==> src/rtl/squash_pkg.sv <==
// Shared encodings for the squash game-flow controller.
package squash_pkg;
  typedef enum logic [2:0] {
    ST_IDLE   = 3'd0,
    ST_SERVE  = 3'd1,
    ST_PLAY   = 3'd2,
    ST_PAUSED = 3'd3,
    ST_OVER   = 3'd4
  } state_e;
endpackage

==> src/rtl/squash_btn_sync.sv <==
// Raw active-low button -> 2-flop synchronizer -> registered falling-edge press pulse.
module squash_btn_sync (
  input  logic clk,
  input  logic reset_n,
  input  logic btn_n_i,
  output logic press_o
);
  logic s1_q, s2_q, s3_q, press_q;

  // s3_q is the previous synchronized level; press_q registers the edge so
  // the press reaches the FSM three edges after the button is first sampled low.
  always_ff @(posedge clk or negedge reset_n) begin
    if (!reset_n) begin
      s1_q    <= 1'b1;
      s2_q    <= 1'b1;
      s3_q    <= 1'b1;
      press_q <= 1'b0;
    end else begin
      s1_q    <= btn_n_i;
      s2_q    <= s1_q;
      s3_q    <= s2_q;
      press_q <= s3_q & ~s2_q;
    end
  end

  assign press_o = press_q;
endmodule

==> src/rtl/squash_sequencer.sv <==
// Squash game-flow FSM: attract/serve/play/pause/over, score and lives tracking.
// Define SQUASH_SCORE_BCD_EN for a two-digit packed BCD score (else binary).
module squash_sequencer
  import squash_pkg::*;
#(
  parameter int LIVES        = 3,
  parameter int SERVE_FRAMES = 60
) (
  input  logic       clk,
  input  logic       reset_n,
  input  logic       start_n,
  input  logic       pause_btn_n,
  input  logic       frame_tick,
  input  logic       hit_in,
  input  logic       miss_in,
  output logic       core_new_game_n,
  output logic       core_pause_n,
  output logic [7:0] score,
  output logic [1:0] lives,
  output logic [2:0] state,
  output logic       game_over
);
  localparam logic [8:0] SF9     = 9'(SERVE_FRAMES);
  localparam logic [1:0] LIVES_2 = 2'(LIVES);

  logic start_press, pause_press;
  logic hit_q, hit_d_q, miss_q, miss_d_q, tick_q;
  logic hit_edge, miss_edge;
  state_e state_q, state_d;
  logic [7:0] cnt_q, cnt_d, score_q, score_d, score_inc;
  logic [1:0] lives_q, lives_d;
  logic newg_q, newg_d, pause_n_q, pause_n_d, over_q, over_d;
  logic new_game, serve_entry;

  squash_btn_sync u_start (.clk(clk), .reset_n(reset_n), .btn_n_i(start_n),     .press_o(start_press));
  squash_btn_sync u_pause (.clk(clk), .reset_n(reset_n), .btn_n_i(pause_btn_n), .press_o(pause_press));

  // Core signals are already in clk domain: one capture flop plus delayed copy.
  always_ff @(posedge clk or negedge reset_n) begin
    if (!reset_n) begin
      hit_q <= 1'b0; hit_d_q <= 1'b0;
      miss_q <= 1'b0; miss_d_q <= 1'b0;
      tick_q <= 1'b0;
    end else begin
      hit_q <= hit_in;   hit_d_q <= hit_q;
      miss_q <= miss_in; miss_d_q <= miss_q;
      tick_q <= frame_tick;
    end
  end

  assign hit_edge  = hit_q & ~hit_d_q;
  assign miss_edge = miss_q & ~miss_d_q;

  always_comb begin
`ifdef SQUASH_SCORE_BCD_EN
    if (score_q == 8'h99)          score_inc = score_q;
    else if (score_q[3:0] == 4'd9) score_inc = {score_q[7:4] + 4'd1, 4'd0};
    else                           score_inc = {score_q[7:4], score_q[3:0] + 4'd1};
`else
    score_inc = (score_q == 8'hFF) ? score_q : score_q + 8'd1;
`endif
  end

  always_comb begin
    state_d     = state_q;
    cnt_d       = cnt_q;
    score_d     = score_q;
    lives_d     = lives_q;
    new_game    = 1'b0;
    serve_entry = 1'b0;
    case (state_q)
      ST_IDLE:  if (start_press) new_game = 1'b1;
      ST_SERVE: if (tick_q) begin
        cnt_d = cnt_q + 8'd1;
        if ({1'b0, cnt_q} + 9'd1 == SF9) state_d = ST_PLAY;
      end
      ST_PLAY: begin
        // A miss outranks both a simultaneous hit and a simultaneous pause.
        if (miss_edge) begin
          lives_d = lives_q - 2'd1;
          if (lives_q == 2'd1) state_d = ST_OVER;
          else                 serve_entry = 1'b1;
        end else begin
          if (hit_edge)    score_d = score_inc;
          if (pause_press) state_d = ST_PAUSED;
        end
      end
      ST_PAUSED: if (pause_press) state_d = ST_PLAY;
      ST_OVER:   if (start_press) new_game = 1'b1;
      default:   state_d = ST_IDLE;
    endcase
    if (new_game) begin
      score_d     = '0;
      lives_d     = LIVES_2;
      serve_entry = 1'b1;
    end
    if (serve_entry) state_d = ST_SERVE;
    cnt_d     = serve_entry ? 8'd0 : cnt_d;
    newg_d    = ~serve_entry;
    pause_n_d = (state_d == ST_IDLE) || (state_d == ST_PLAY);
    over_d    = (state_d == ST_OVER);
  end

  always_ff @(posedge clk or negedge reset_n) begin
    if (!reset_n) begin
      state_q   <= ST_IDLE;
      cnt_q     <= '0;
      score_q   <= '0;
      lives_q   <= '0;
      newg_q    <= 1'b1;
      pause_n_q <= 1'b1;
      over_q    <= 1'b0;
    end else begin
      state_q   <= state_d;
      cnt_q     <= cnt_d;
      score_q   <= score_d;
      lives_q   <= lives_d;
      newg_q    <= newg_d;
      pause_n_q <= pause_n_d;
      over_q    <= over_d;
    end
  end

  assign core_new_game_n = newg_q;
  assign core_pause_n    = pause_n_q;
  assign score           = score_q;
  assign lives           = lives_q;
  assign state           = state_q;
  assign game_over       = over_q;
endmodule
==> config.mk <==
export PLATFORM = sky130hd
export DESIGN_NAME = squash_sequencer
export DESIGN_NICKNAME = d
export VERILOG_FILES = /design/src/rtl/squash_pkg.sv /design/src/rtl/squash_btn_sync.sv /design/src/rtl/squash_sequencer.sv
export SDC_FILE = /design/constraint.sdc
export NUM_CORES = 1
export LEC_CHECK = 0
export ABC_AREA = 1
export ABC_CLOCK_PERIOD_IN_PS = 2100
export CAP_MARGIN = 20
export CORE_UTILIZATION = 36
export DETAILED_ROUTE_END_ITERATION = 8
export PLACE_DENSITY = 0.58
export SLEW_MARGIN = 20
export SYNTH_ARGS = -nofsm -noshare
export SYNTH_HDL_FRONTEND = slang
export SYNTH_SLANG_ARGS = --single-unit
==> constraint.sdc <==
create_clock -name clk -period 2.1 [get_ports clk]
set_clock_uncertainty 0.2 [all_clocks]
set_input_delay 0.21 -clock clk [delete_from_list [all_inputs] [get_ports clk]]
set_output_delay 0.21 -clock clk [all_outputs]
set_load 0.01 [all_outputs]
# [Word level (Yosys, flattened, before mapping)]
# Cells that the tools add are included.
[classes] eq_ne=11 mux=25 bitwise=9 n_reduce_logical=12 n_addsub=4
[ops] op="$mux 8" n=8
[ops] op="$mux 3" n=7
[ops] op="$add 8x1->8 const B" n=2
[ops] op="$pmux 3 s4" n=1
[ops] op="$reduce_bool 2->1" n=5
[ops] op="$add 8x1->9 const B" n=1
[ops] op="$eq 3x2->1 const B" n=3
[ops] op="$eq 9x6->1 const B" n=1
[ops] op="$eq 8x8->1 const B" n=1
[ops] op="$eq 3x3->1 const B" n=2
[ops] op="$logic_not 3->1" n=2
[ops] op="$mux 1" n=6
[ops] op="$mux 2" n=3
[ops] op="$not 1->1" n=5
[ops] op="$and 1x1->1" n=4
[ops] op="$reduce_and 2->1" n=2
[ops] op="$reduce_and 4->1" n=1
[ops] op="$eq 3x1->1 const B" n=1
[ops] op="$eq 2x1->1 const B" n=1
[ops] op="$ne 2x1->1 const B" n=1
[ops] op="$ne 2x2->1 const B" n=1
[ops] op="$reduce_or 2->1" n=1
[ops] op="$sub 2x1->2 const B" n=1
[ops] op="$logic_or 1x1->1" n=1
[word_totals] inputBits=7 out_inout_bits=16 regBits=37 wordCells=81

# [Logic depth before layout (Yosys ltp)]
# Gate-level depths: netlist of the first run.
[logic_depth] word_depth=8 ltp_mapped=10 mapped_depth_nobuf=10

# [Modules after synthesis]
# A second synthesis of the first run with hierarchy kept.
[unflattened] hier_cells=185 hier_area_um2=1710.4
[modules_own_cells] mod="squash_sequencer" seq_area_each_um2=728.2 area_per_inst_um2=1482.7 n_inst=1 cells_each=173
[modules_own_cells] mod="squash_btn_sync" seq_area_each_um2=103.8 area_per_inst_um2=113.9 n_inst=2 cells_each=6

# [Least setup slack after synthesis of the first run]
# No wires, ideal clock.
[synth_path] kind="register -> register" startpoint="register score_q[1], in the netlist score[1]" endpoint="register score_q[2], in the netlist score[2]" setup_time_ns=0.123 required_ns=1.777 path_slack_ns=0.425 stages_incl_launch_ff=9 arrival_time_ns=1.353 path_buffers=0 period_less_slack_ns=1.675 path_cell_list="dfrtp_1 ha_1 inv_1 nor3_1 nand3_1 nand2_2 nor2_1 o21ai_0 nor2_1"
[synth_between] elab_chain_len=6 elab_cells_between_ends=9 cone_classes="add/sub: 1; eq/ne: 2; mux: 5; reduce/logical: 1"
[synth_lines] item="start: declaration" line_no="squash_sequencer.sv:30" rtl="logic [7:0] cnt_q, cnt_d, score_q, score_d, score_inc;"
[synth_lines] item="start signal: assignment" line_no="squash_sequencer.sv:116" rtl="score_q <= score_d;"
[synth_lines] item="$add 8x1->8" line_no="squash_sequencer.sv:60" rtl="score_inc = (score_q == 8'hFF) ? score_q : score_q + 8'd1;"
[synth_lines] item="$mux 8" line_no="squash_sequencer.sv:60"
[synth_lines] item="$mux 8" line_no="squash_sequencer.sv:84" rtl="if (hit_edge) score_d = score_inc;"
[synth_lines] item="$mux 8" line_no="squash_sequencer.sv:79" rtl="if (miss_edge) begin"
[synth_lines] item="$mux 8" line_no="squash_sequencer.sv:71" rtl="case (state_q)"
[synth_lines] item="$mux 8" line_no="squash_sequencer.sv:92" rtl="if (new_game) begin"
# Parallel ways exist; a longest one is shown, timed or not. The select of a mux whose other input is x is not followed.
# A chain may end at the register's enable or synchronous reset.

# [Worst setup path after layout of the first run]
[layout_path] startpoint="register score_q[1], in the netlist score[1]" endpoint="register score_q[5], in the netlist score[5]"
# The elaborated chain is that of the path after synthesis.

==> results of run 1 <==
stage by stage:
step | hold slack (ns) | util | cells
floorplan | -0.286 | - | 184
global placement | 0.146 | 0.448 | 258
detailed placement | 0.149 | 0.448 | 258
CTS | 0.120 | 0.476 | 267
global route | 0.124 | 0.477 | 267
finish | 0.129 | 0.477 | 267
power by group:
group / internal, mW / switching [mW]
Clock: 0.387 / 0.241
Sequential: 0.817 / 0.0963
Combinational: 0.149 / 0.204
Total: 1.35 / 0.541
worst paths after layout:
path | from | endpoint | slack [ns] | depth (start not counted)
min reg2reg | u_start.s1_q$_DFF_PN1_ | u_start.s2_q$_DFF_PN1_ | 0.16 | 0
max reg2reg | score[1]$_DFFE_PN0P_ | score[5]$_DFFE_PN0P_ | 0.33 | 8
max in group asynchronous | reset_n | score[5]$_DFFE_PN0P_ | 0.84 | 2
min in group asynchronous | reset_n | lives[1]$_DFFE_PN0P_ | 0.35 | 2
min | pause_btn_n | u_pause.s1_q$_DFF_PN1_ | 0.13 | 1
max | score[1]$_DFFE_PN0P_ | score[5]$_DFFE_PN0P_ | 0.33 | 8
layout by cell type, fill, tap and decap left out, types with 2 or more instances in the layout:
cell type                         instances
sky130_fd_sc_hd__a21oi_1                  8
sky130_fd_sc_hd__clkbuf_8                 6
sky130_fd_sc_hd__clkdlybuf4s50_1         21
sky130_fd_sc_hd__dfrtp_1                 29
sky130_fd_sc_hd__dfstp_2                  8
sky130_fd_sc_hd__ha_1                     3
sky130_fd_sc_hd__inv_1                   28
sky130_fd_sc_hd__nand2_1                 24
sky130_fd_sc_hd__nand2_2                  4
sky130_fd_sc_hd__nand3_1                 20
sky130_fd_sc_hd__nand4_1                  2
sky130_fd_sc_hd__nor2_1                  18
sky130_fd_sc_hd__nor2_4                   2
sky130_fd_sc_hd__nor3_1                   5
sky130_fd_sc_hd__nor3_4                   2
sky130_fd_sc_hd__o21ai_0                 13
sky130_fd_sc_hd__o21bai_1                 2
sky130_fd_sc_hd__xor2_1                   6
registers in the layout (all words and copies together), names as in the netlist:
register / count
game_over: 1
hit_q: 1
lives: 2
hit_d_q: 1
u_start.s2_q: 1
u_start.s1_q: 1
miss_q: 1
cnt_q: 8
u_pause.press_o: 1
u_pause.s2_q: 1
u_start.press_o: 1
core_new_game_n: 1
u_pause.s3_q: 1
tick_q: 1
miss_d_q: 1
u_start.s3_q: 1
state: 3
core_pause_n: 1
u_pause.s1_q: 1
score: 8
kinds of logic (layout without fill, tap and decap cells):
group | after synthesis | after routing
AOI/OAI and AO/OA | 27 | 27
xor gates and xnor gates | 6 | 6
adders and majority gates | 3 | 3
buffers and inverters | 30 | 61
DFF | 37 | 37
and+or+nand+nor | 81 | 81
cell type report:
type	count	area share
timing repair buffer	24	0.110
clock inverter	1	0.0142
tap	52	0.0307
clock buffer	7	0.0407
inverter	29	0.0513
sequential	37	0.441
multi-input combinational	117	0.312
worst max-delay path: stages (launching register included):
cell	delay, ns
sky130_fd_sc_hd__dfrtp_1	0.42
sky130_fd_sc_hd__ha_1	0.20
sky130_fd_sc_hd__inv_1	0.09
sky130_fd_sc_hd__nor3_2	0.18
sky130_fd_sc_hd__nand3_1	0.15
sky130_fd_sc_hd__nand2_2	0.16
sky130_fd_sc_hd__nand2_4	0.09
sky130_fd_sc_hd__nand3_1	0.07
sky130_fd_sc_hd__o21ai_0	0.08
per-layer routing:
metal  global-route usage  wire length, um  vias to the layer above
met5                    0                0                        -
met4               0.0733               51                        0
met3               0.0399              124                        5
met2                0.204             1330                       38
met1                0.203             1670                      577
li1                     -                -                      655
what timing repair did:
item,4_1_cts,5_1_grt
gates resized for setup,0,1
hold buffers,1,0
endpoints found under the hold margin,29,0
endpoints found under the setup margin,0,1
==> impl_summary.txt, run 1 <==
----------------------------------------------------
[Run status]
  Result of the run ... completed

[Clocking]
  Clock slew at the register clock pins of the worst setup and hold paths ... 0.07 ns
  Post-CTS setup-driven buffer insertion count ... 0
  TritonCTS clock tree ... yes
  Bufs on Longest Clock Path ... 2
  Clock latency of the later-clocked register in the worst-skew pair ... 0.29 ns
  Clock Tree Root ... sky130_fd_sc_hd__clkbuf_8
  TritonCTS Buffers ... 5
  Num Clock Sinks ... 37
  CTS H-tree depth ... 2

[Setup path]
  Highest net fanout along the worst path ... 9
  Critical Path Sink Type ... flop
  Required time at the worst-slack endpoint ... just over 2 ns
  Arrival time at the worst endpoint ... 1.73 ns
  Type of origin of the critical path ... flop
  CP Class ... reg2reg

[STA]
  Fin worst setup slack ... 0.332 ns
  Unrepaired setup endpoints after global routing ... false
  Final critical-path share of the clock period ... 0.842
  Final setup vio count ... 0
  Max frequency ... 566 MHz
  Transition time of the tightest slew-check pin ... 0.806 ns
  Pins over their slew limit ... 0
  Total negative setup slack ... 0 ns
  Shortest period the worst path allows ... 1.77 ns
  Rel. slew slack ... 0.463
  Number of hold violations in the final report ... 0

[Synthesis]
  Post-synthesis adder-cell area fraction ... 0.0220
  Share of Yosys cell area claimed by the top area cell type ... 0.425
  Synthesized netlist cell count ... about 180
  Number of enable flip-flop cells after synthesis ... 0
  Leading cell type by number of instances after synthesis ... sky130_fd_sc_hd__dfrtp_1
  Number of nets in the synthesized netlist ... 194
  Dominant register cell in the synthesized netlist ... sky130_fd_sc_hd__dfrtp_1
  Area fraction in and, or, nand and nor cells after synthesis ... 0.240
  Average footprint of a synthesized cell ... 9.28 sq um
  Number of warning messages in the yosys log ... 0
  Cell Area, Synth ... 1710 sq um
  Post-synthesis sequential element count ... 37
  Synthesized-area fraction occupied by ao, oa, aoi and oai cells ... 0.0924
  Mux share of post-synthesis cell area ... 0
  Top cells by instance count after synthesis ... 29 x sky130_fd_sc_hd__dfrtp_1, 28 x sky130_fd_sc_hd__inv_1, 24 x sky130_fd_sc_hd__nand2_1
  Sequential element share of the synthesized area ... 0.548
  Synth Area in XOR/XNOR ... 0.0308
  Post-synthesis cell type with the largest combined area ... sky130_fd_sc_hd__dfrtp_1
  Number of distinct standard cells referenced by the synthesized netlist ... 25
  Dominant cells by area after synthesis ... sky130_fd_sc_hd__dfrtp_1 43%, sky130_fd_sc_hd__dfstp_2 12%, sky130_fd_sc_hd__inv_1 6.2%
  Dominant combinational cell family by area after synthesis ... simple AND/OR/NAND/NOR gates
  Share of synthesized registers carrying an async set or reset ... 1.00

[Floorplan]
  Core region area ... 4440 sq um
  Initial cell density of the core ... 0.384
  DIE HEIGHT ... 70.9 um
  Num rows ... 24
  Width of the die ... 70.9 um
  Ports ... 23
  Total Die Area ... 5020 sq um

[Route]
  Remaining number of nets flagged by the antenna check after routing ... 0
  Vias per std cell ... 4.78
  Average wire per cell in the routed design ... 11.9 um
  Total wire length after detailed routing ... 3.17 mm
  Number of DRC violations after detailed routing ... 0
  Initial drt markers ... between 60 and 70
  Vias after detailed routing ... 1275
  Pre-antenna DRT Iters ... 6

[Power]
  Worst-case vdd ir drop ... 0.000547 V
  Leakage ... approximately 0.96 nW
  Cell area power density ... 894 nW/um^2
  Final Total Pwr ... 1.89 mW

[Cells and area]
  Final net count ... roughly 220
  Fillers ... 435
  Multi-input combinational cell area ... 662 sq um
  Finished Cell Area ... 2120 sq um
  Antenna diode instance count ... 0
  Footprint of the flip-flops and latches ... 936 sq um
  Area added between synthesis and finish ... 24.3%
  Ratio of cells with drive above 1 in the final layout ... 0.140

[Global route]
  Aggregate global routing overflow ... 0
  Maximum number of pins on one net before global-route repair ... 38
  Global-route usage over all layers ... 0.144
  Number of global-route vias before repair ... 1177
  Wire length of the first global-routing pass ... 5.46 mm
  Antenna violations before repair ... 0

[Place]
  Number of buffer cells added on primary ports ... 22
  Final weighted congestion of routability-driven global placement ... 0.797
  Placed Area ... 1990 sq um
  Worst setup timing slack at the placement stage ... 0.273 ns
  Detail Placement HPWL ... around 2.4 mm

[Job]
  Count of maximum capacitance violations ... 0

[Min path]
  Hold/Removal Path Class ... in2reg

----------------------------------------------------
Power figures use the tool's default switching activity.
==> run 2: changes to the inputs <==
--- a/config.mk
+++ b/config.mk
@@ -6,7 +6,7 @@
 export NUM_CORES = 1
 export LEC_CHECK = 0
 export ABC_AREA = 1
-export ABC_CLOCK_PERIOD_IN_PS = 2100
+export ABC_CLOCK_PERIOD_IN_PS = 1800
 export CAP_MARGIN = 20
 export CORE_UTILIZATION = 36
 export DETAILED_ROUTE_END_ITERATION = 8
==> constraint.sdc (replaced) <==
create_clock -name clk -period 1.8 [get_ports clk]
set_clock_uncertainty 0.2 [all_clocks]
set_input_delay 0.18 -clock clk [delete_from_list [all_inputs] [get_ports clk]]
set_output_delay 0.18 -clock clk [all_outputs]
set_load 0.01 [all_outputs]
==> impl_summary.txt, run 2 (synthesis gave the netlist of run 1 again) <==
----------------------------------------------------
[Run status]
  Result of the run ... completed

[Floorplan]
  DIE HEIGHT ... 70.9 um
  Core region area ... 4440 sq um
  Initial cell density of the core ... 0.384
  Total Die Area ... 5020 sq um
  Width of the die ... slightly above 70 um
  Num rows ... 24
  Ports ... 23

[Clocking]
  Clock latency of the later-clocked register in the worst-skew pair ... 0.28 ns
  Clock slew at the register clock pins of the worst setup and hold paths ... 0.08 ns
  CTS H-tree depth ... 2
  Bufs on Longest Clock Path ... 2
  Clock Tree Root ... sky130_fd_sc_hd__clkbuf_8
  Num Clock Sinks ... 37
  TritonCTS clock tree ... yes
  TritonCTS Buffers ... 5

[STA]
  Total negative setup slack ... 0 ns
  Number of hold violations in the final report ... 0
  Final setup vio count ... 0
  Final critical-path share of the clock period ... 0.952
  Shortest period the worst path allows ... roughly 1.7 ns
  Max frequency ... approximately 580 MHz
  Transition time of the tightest slew-check pin ... approximately 0.46 ns
  Rel. slew slack ... 0.695
  Unrepaired setup endpoints after global routing ... true
  Pins over their slew limit ... 0

[Job]
  Count of maximum capacitance violations ... 0

[Setup path]
  Launching element of the worst setup path ... core_pause_n$_DFF_PN1_
  CP Class ... reg2out
  Number of gates on the worst path with buffers counted ... 1
  Worst path max stage delay ... 0.53 ns
  Largest delay share family, worst path ... buffers and inverters
  Beginning of the worst register-to-register path ... cnt_q[1]$_DFFE_PN0P_
  Cells on worst reg2reg path ... 9
  Required time at the worst-slack endpoint ... 1.42 ns
  Highest net fanout along the worst path ... 1
  Type of origin of the critical path ... flop
  Number of buffers and inverters on the critical path ... 1
  Critical Path Slowest Stage Cell ... sky130_fd_sc_hd__clkdlybuf4s50_1
  Critical Path Sink Type ... primary output
  Cells traversed along the worst timing path ... clkdlybuf4s50_1
  Arrival time at the worst endpoint ... 1.33 ns
  FF-to-FF setup slack ... 0.11 ns
  Endpoint of the worst register-to-register path ... core_pause_n$_DFF_PN1_

[Route]
  Remaining number of nets flagged by the antenna check after routing ... 0
  Number of DRC violations after detailed routing ... 0
  Initial drt markers ... about 110
  Average wire per cell in the routed design ... around 12 um
  Detailed-routing wirelength on met1 ... 1.75 mm
  Highest Signal Layer ... met4
  Met2 routed WL ... ~1.4 mm
  Pre-antenna DRT Iters ... 6
  Met3 wirelength from detailed routing ... 147 um
  Total wire length after detailed routing ... roughly 3.4 mm
  Vias per std cell ... 4.83
  Vias after detailed routing ... 1338

[Global route]
  Number of global-route vias before repair ... roughly 1300
  Aggregate global routing overflow ... 0
  Antenna violations before repair ... 0
  Maximum number of pins on one net before global-route repair ... 38
  Wire length of the first global-routing pass ... roughly 5.8 mm
  Global-route usage over all layers ... 0.146

[Cells and area]
  Antenna diode instance count ... 0
  Final net count ... 234
  Ratio of cells with drive above 1 in the final layout ... 0.209
  Footprint of the flip-flops and latches ... 938 sq um
  Fillers ... approximately 430
  Leading cell types in the layout, fill and taps excluded ... 28 x sky130_fd_sc_hd__inv_1, 27 x sky130_fd_sc_hd__dfrtp_1, 24 x sky130_fd_sc_hd__nand2_1, 21 x sky130_fd_sc_hd__clkdlybuf4s50_1, 19 x sky130_fd_sc_hd__nand3_1
  Most common cell after layout, fill and taps aside ... sky130_fd_sc_hd__inv_1
  Non-filler instance count after layout ... roughly 280
  Multi-input combinational cell area ... 696 sq um
  Area added between synthesis and finish ... 29.0%

[Place]
  Final weighted congestion of routability-driven global placement ... 0.820
  Number of buffer cells added on primary ports ... 22
  Detail Placement HPWL ... 2.40 mm
  Placed cell count ... ~260

[Min path]
  Sink of the worst hold path ... u_pause.s1_q$_DFF_PN1_
  Worst min-delay path startpoint ... pause_btn_n
  Hold/Removal Path Class ... in2reg
  Hold path depth ... 1

[Power]
  Cell area power density ... just under 1000 nW/um^2
  Worst-case vdd ir drop ... 0.000499 V
  Leakage ... 1.01 nW

----------------------------------------------------
-- run 2: cell types whose count changed in the layout (fill, tap and decap cells not counted), moves of 2 or more --
| cell | previous run | this run |
|---|---|---|
| sky130_fd_sc_hd__buf_4 | 1 | 11 |
| sky130_fd_sc_hd__clkinv_2 | 0 | 2 |
| sky130_fd_sc_hd__dfrtp_1 | 29 | 27 |
| sky130_fd_sc_hd__dfrtp_2 | 0 | 2 |
| sky130_fd_sc_hd__nor2_1 | 18 | 16 |
| sky130_fd_sc_hd__nor2_2 | 0 | 2 |
| sky130_fd_sc_hd__o21ai_0 | 13 | 11 |
| sky130_fd_sc_hd__o21ai_1 | 0 | 2 |
-- run 2: metrics by stage --
| step | utilization | setup slack, ns | total power, mW | hold slack (ns) | cell area (sq um) |
|---|---|---|---|---|---|
| after CTS | 0.477 | 0.0376 | 2.07 | 0.0920 | 2120 |
| final | 0.495 | 0.0859 | 2.13 | 0.100 | 2200 |
| after detailed placement | 0.454 | -0.0443 | 1.50 | 0.0532 | 2020 |
| after floorplan | - | 0.125 | 1.32 | -0.316 | 1710 |
| after global placement | 0.454 | 0.00303 | 1.50 | 0.0495 | 2020 |
| after global routing | 0.495 | -0.0165 | 2.27 | 0.103 | 2200 |
-- run 2: layer usage --
layer,track usage,vias up
met4,0.0467,0
li1,-,676
met3,0.0313,2
met5,0,-
met2,0.217,33
met1,0.213,627
-- run 2: area by class of cell --
| type | count | share of cell area |
|---|---|---|
| sequential | 37 | 0.426 |
| multi-input combinational | 117 | 0.316 |
| timing repair buffer | 34 | 0.140 |
| inverter | 29 | 0.0494 |
| clock buffer | 5 | 0.0313 |
| tap | 52 | 0.0295 |
| clock inverter | 3 | 0.00795 |
-- run 2: report_power, final --
part	total [mW]	internal (mW)	switching (mW)
clock	0.561	0.267	0.294
sequential	1.07	0.956	0.118
combinational	0.498	0.231	0.267
-- run 2: worst max path at each step --
stage	slack (ns)	end
after floorplan	0.12	score[2]$_DFFE_PN0P_
after global placement	0.003	score[5]$_DFFE_PN0P_
after detailed placement	-0.04	score[4]$_DFFE_PN0P_
after CTS	0.04	score[4]$_DFFE_PN0P_
after global routing	-0.02	core_pause_n$_DFF_PN1_
final	0.09	core_pause_n
-- run 2: what timing repair did --
action                                  in CTS  in global routing
setup buffers                                0                  6
hold buffers                                 1                  0
endpoints found under the setup margin       6                 13
gates resized for setup                      1                 11
hold endpoints to repair                    29                  0
pin swaps                                    0                  6
==> run 3: changes to the inputs <==
--- a/config.mk
+++ b/config.mk
@@ -8,6 +8,7 @@
 export ABC_AREA = 1
 export ABC_CLOCK_PERIOD_IN_PS = 1800
 export CAP_MARGIN = 20
+export CORE_ASPECT_RATIO = 0.9
 export CORE_UTILIZATION = 36
 export DETAILED_ROUTE_END_ITERATION = 8
 export PLACE_DENSITY = 0.58
==> impl_summary.txt, run 3 (synthesis gave the netlist of run 1 again) <==
----------------------------------------------------
[Run status]
  Result of the run ... completed

[Clocking]
  Num Clock Sinks ... 37
  TritonCTS clock tree ... yes
  CTS H-tree depth ... 2
  Bufs on Longest Clock Path ... 2
  Clock Tree Root ... sky130_fd_sc_hd__clkbuf_8
  TritonCTS Buffers ... 5
  Clock latency of the later-clocked register in the worst-skew pair ... roughly 0.29 ns
  Clock slew at the register clock pins of the worst setup and hold paths ... roughly 0.07 ns

[Job]
  Count of maximum capacitance violations ... 0

[Place]
  Number of buffer cells added on primary ports ... 22
  Final weighted congestion of routability-driven global placement ... 0.837
  Worst setup timing slack at the placement stage ... 0.0122 ns
  Detail Placement HPWL ... 2.29 mm
  Placed Area ... a little over 2000 sq um

[Floorplan]
  DIE HEIGHT ... 67.3 um
  Total Die Area ... 5020 sq um
  Core region area ... about 4500 sq um
  Initial cell density of the core ... 0.380
  Ports ... 23
  Num rows ... 23
  Width of the die ... 74.6 um

[Route]
  Remaining number of nets flagged by the antenna check after routing ... 0
  Number of DRC violations after detailed routing ... 0
  Met2 routed WL ... 1.23 mm
  Initial drt markers ... 67
  Total wire length after detailed routing ... 3.14 mm
  Pre-antenna DRT Iters ... 4
  Average wire per cell in the routed design ... ~11 um
  Highest Signal Layer ... met4
  Met3 wirelength from detailed routing ... 105 um
  Detailed-routing wirelength on met1 ... 1.72 mm
  Vias after detailed routing ... 1285
  Vias per std cell ... 4.52

[Cells and area]
  Final net count ... 231
  Finished Cell Area ... 2180 sq um
  Area added between synthesis and finish ... 27.9%
  Antenna diode instance count ... 0
  Leading cell types in the layout, fill and taps excluded ... 28 x sky130_fd_sc_hd__inv_1, 27 x sky130_fd_sc_hd__dfrtp_1, 24 x sky130_fd_sc_hd__nand2_1, 21 x sky130_fd_sc_hd__clkdlybuf4s50_1, 19 x sky130_fd_sc_hd__nand3_1
  Fillers ... 443
  Ratio of cells with drive above 1 in the final layout ... 0.189
  Most common cell after layout, fill and taps aside ... sky130_fd_sc_hd__inv_1

[Power]
  Part of the power in the clock network ... 0.267
  Part of the power in combinational logic ... 0.210
  Worst-case vdd ir drop ... 0.000343 V
  Cell area power density ... 942 nW/um^2
  Net switching power ... 0.633 mW
  Share of total power consumed by net switching ... 0.308
  Cell internal pwr ... 1.42 mW
  Sequential share of power ... 0.523
  Leakage ... a little under 1 nW
  Final Total Pwr ... a little over 2 mW

[STA]
  Unrepaired setup endpoints after global routing ... true
  Rel. slew slack ... 0.696
  Pins over their slew limit ... 0
  Shortest period the worst path allows ... 1.74 ns
  Transition time of the tightest slew-check pin ... 0.456 ns
  Worst hold margin ... 0.0905 ns
  Final critical-path share of the clock period ... 0.965
  Final setup vio count ... 0
  Fin worst setup slack ... ~0.062 ns
  Max frequency ... 576 MHz
  Number of hold violations in the final report ... 0

[Setup path]
  FF-to-FF setup slack ... 0.12 ns
  Critical Path Sink Type ... primary output
  Critical Path Slowest Stage Cell ... sky130_fd_sc_hd__clkdlybuf4s50_1
  CP Class ... reg2out
  Worst path max stage delay ... 0.52 ns
  Type of origin of the critical path ... flop
  Launching element of the worst setup path ... state[2]$_DFF_PN0_
  Cells traversed along the worst timing path ... buf_4, clkdlybuf4s50_1
  Required time at the worst-slack endpoint ... 1.42 ns
  Beginning of the worst register-to-register path ... state[2]$_DFF_PN0_
  Arrival time at the worst endpoint ... approximately 1.4 ns
  Highest net fanout along the worst path ... 3

[Min path]
  Hold/Removal Path Class ... in2reg
  Worst min-delay path startpoint ... pause_btn_n

[Global route]
  Aggregate global routing overflow ... 0
  Global-route usage over all layers ... 0.150
  Wire length of the first global-routing pass ... 5.49 mm
  Number of global-route vias before repair ... between 1000 and 1500
  Maximum number of pins on one net before global-route repair ... 38
  Antenna violations before repair ... 0

----------------------------------------------------
[run 3: changes by cell type in the layout (fill, tap and decap cells not counted), sizes merged]
| cell | delta |
|---|---|
| clkinvlp | -1 |
| clkbuf | +2 |
| buf | -3 |
| clkinv | -1 |
[run 3: final cells by class]
type	count	area, sq um	area share
flip-flops and latches	37	938	0.430
clock buffers	7	76.3	0.0350
clock inverters	1	5.00	0.00229
well taps	62	77.6	0.0356
multi-input cells	117	691	0.317
inverters	29	109	0.0499
repair buffers	31	285	0.131
[run 3: path summary, 6_finish.rpt]
path                                          endpoint  depth (start not counted)
max in group asynchronous       u_pause.s3_q$_DFF_PN1_                          3
worst min register to register  u_start.s2_q$_DFF_PN1_                          0
min in group asynchronous         cnt_q[4]$_DFFE_PN0P_                          3
worst max register to register    cnt_q[7]$_DFFE_PN0P_                          9
worst min-delay path            u_pause.s1_q$_DFF_PN1_                          1
worst max-delay path                          state[2]                          2
[run 3: metal layers]
| metal | vias to the layer above | track usage |
|---|---|---|
| met5 | - | 0 |
| met4 | 0 | 0.0920 |
| met3 | 7 | 0.0358 |
| met2 | 25 | 0.191 |
| met1 | 580 | 0.224 |
| li1 | 673 | - |
[run 3: power groups by stage]
stage                     sequential [mW]  combinational [mW]  clock (mW)
after floorplan                      1.07               0.258           0
after global placement               1.08               0.415           0
after detailed placement             1.08               0.419           0
after CTS                            1.06               0.420       0.578
after global routing                 1.10               0.494       0.610
final                                1.08               0.431       0.550
[run 3: timing repair]
item	CTS	global route
gates cloned	0	0
setup endpoints to repair	5	13
gates resized for setup	1	8
endpoints found under the hold margin	29	0
pin swaps	0	4
hold buffers	1	0
setup buffers	0	2
[run 3: worst max-delay path: cells and delay by family (launching register included)]
kind     cells  cell delay [ns]
buf+inv      2             0.66
flops        1             0.41
[run 3: per-stage QoR]
step,TNS (ns),std cells,utilization
2_1_floorplan,0,184,-
5_1_grt,-0.108,284,0.486
3_5_place_dp,0,273,0.454
4_1_cts,0,282,0.476
6_report,0,284,0.486
3_3_place_gp,-0.00162,273,0.454
==> patch: new RTL, flow settings as in run 1 <==
Add a define of `SQUASH_SCORE_BCD_EN`.
--- a/src/rtl/squash_sequencer.sv
+++ b/src/rtl/squash_sequencer.sv
@@ -1,5 +1,7 @@
 // Squash game-flow FSM: attract/serve/play/pause/over, score and lives tracking.
 // Define SQUASH_SCORE_BCD_EN for a two-digit packed BCD score (else binary).
+`define SQUASH_SCORE_BCD_EN
+
 module squash_sequencer
   import squash_pkg::*;
 #(
Check against the original RTL: same outputs for any inputs over 10 cycles, from zero or initial values and one cycle with reset_n low; that may be too few to reach the edited logic, so the function may still have changed.
==> patch against run 1 <==
Final area down 0.41%; worst hold slack worse by 0.0083 ns; sequential cell count unchanged; area after synthesis is 0.29% higher; via count down 3.1%; die area is 0.30% higher; global-route usage shrank 0.87 points; utilization is 0.52 points lower; wire length down 4.8%; worst setup slack better by 0.025 ns; non-clock buffer count is 1 lower.
Power is not compared: it rests on default switching activity, and its combinational part moved more than twofold at a synthesized area within 25%.
==> patch: results (changes against run 1) <==
Synthesis
  • Synth Area in Compound Gates: 10.6% (+1.4 points)
  • Cell variety after synth: 30 (+20%)
  • Largest cells by area after synthesis: dfrtp_1 42%, dfstp_2 12%, nand2_1 6.8%
  • Post-synthesis adder-cell area fraction: 2.92% (+0.72 points)
  • Seq/Total Area, Yosys: 54.7% (-0.16 points)
  • Most frequent cells after synthesis: 31 x nand2_1, 29 x dfrtp_1, 23 x inv_1, 17 x nand3_1, 12 x nor2_1
  • Synth Area in XOR/XNOR: 2.56% (-0.52 points)
  • Syn_area_per_cell: 9.30 um^2 (+0.29%)
  • Post-Syn Nets: 195 (+0.52%)

Finish
  • Fill count: 425 (-2.3%)
  • Area Overhead vs Synth: 23.4%
  • Post-Layout Cell Count: 266 (-0.37%)

GRT
  • GRT Total Usage: 13.6% (-0.87 points)
  • First-pass GRT wire length: 5270 um (-3.5%)

Drt
  • DRT Pass-1 Iters: 4 (-2)
  • Vias per cell: 4.65 (-2.7%)
  • Drt first-iter violations: 72 (+5.9%)
  • Wire length per cell: 11.4 um (-4.4%)

Placed design
  • Post-Place Cells: 257 (-0.39%)
  • Worst slack, placed: 0.359 ns (+0.0860 ns)
  • Detailed Place HPWL: 2140 um (-11%)
  • Placed instance area: 1990 um^2 (-0.13%)
  • GPL Wtd Cong: 0.826 (+3.6%)

Status
  • Outcome: finished clean

Timing
  • Worst slew margin: 46.4% (+0.13 points)
  • Hold_ws: 0.121 ns (-0.00830 ns)

Worst setup path
  • FF-to-FF End: cnt_q[3]
  • Worst R2R Start: state[0]
  • Cells on worst reg2reg path: 6 (-2)
patch: changes by cell type after synthesis, moves of 2 or more:
cell / before / now
o21ai_0: 13 / 9
nand2_1: 24 / 31
nor3_4: 2 / 0
inv_1: 28 / 23
inv_2: 1 / 5
nand3_1: 20 / 17
nor2_1: 18 / 12
nor3_1: 6 / 2
o21ai_1: 0 / 3
nor2_2: 0 / 5
patch: cells by family after synthesis:
logic type | Yosys count
XOR/XNOR | 5
AND/OR/NAND/NOR | 80
AO/OA/AOI/OAI | 29
buffers and inverters | 29
adder cells (fa/ha/maj) | 4
flip-flops | 37
patch: how the worst max path moves through the flow:
stage                   from        to  slack, ns
floorplan           state[2]  score[4]       0.58
global placement    state[0]  cnt_q[3]       0.37
CTS                 state[0]  cnt_q[3]       0.35
detailed placement  state[0]  cnt_q[3]       0.36
global route        state[0]  cnt_q[3]       0.19
finish              state[0]  cnt_q[3]       0.36
patch: what timing repair did:
action,in CTS,in global routing
hold buffers,1,0
resized for setup,0,0
hold endpoints to repair,29,0
patch: worst reg2reg max path, delay by kind of cell, from the launching register on:
family | cells | cell delay (ns)
buffers and inverters | 3 | 0.34
DFF | 1 | 0.46
AOI/OAI and AO/OA | 2 | 0.43
and+or+nand+nor | 1 | 0.23
patch: final cells by class:
type,instances,share of cell area (%)
Sequential cell,37,44.3
Multi-Input combinational cell,118,31.5
Timing Repair Buffer,23,10.7
Inverter,28,4.98
Clock buffer,5,3.26
Tap cell,52,3.08
Clock inverter,3,2.19
patch: routing by layer:
metal,routed length (um),vias up,track usage [%]
met1,1620,555,19.2
met4,42,0,5.56
met2,1250,23,19.3
met3,112,5,4.27
li1,-,653,-
met5,0,-,0
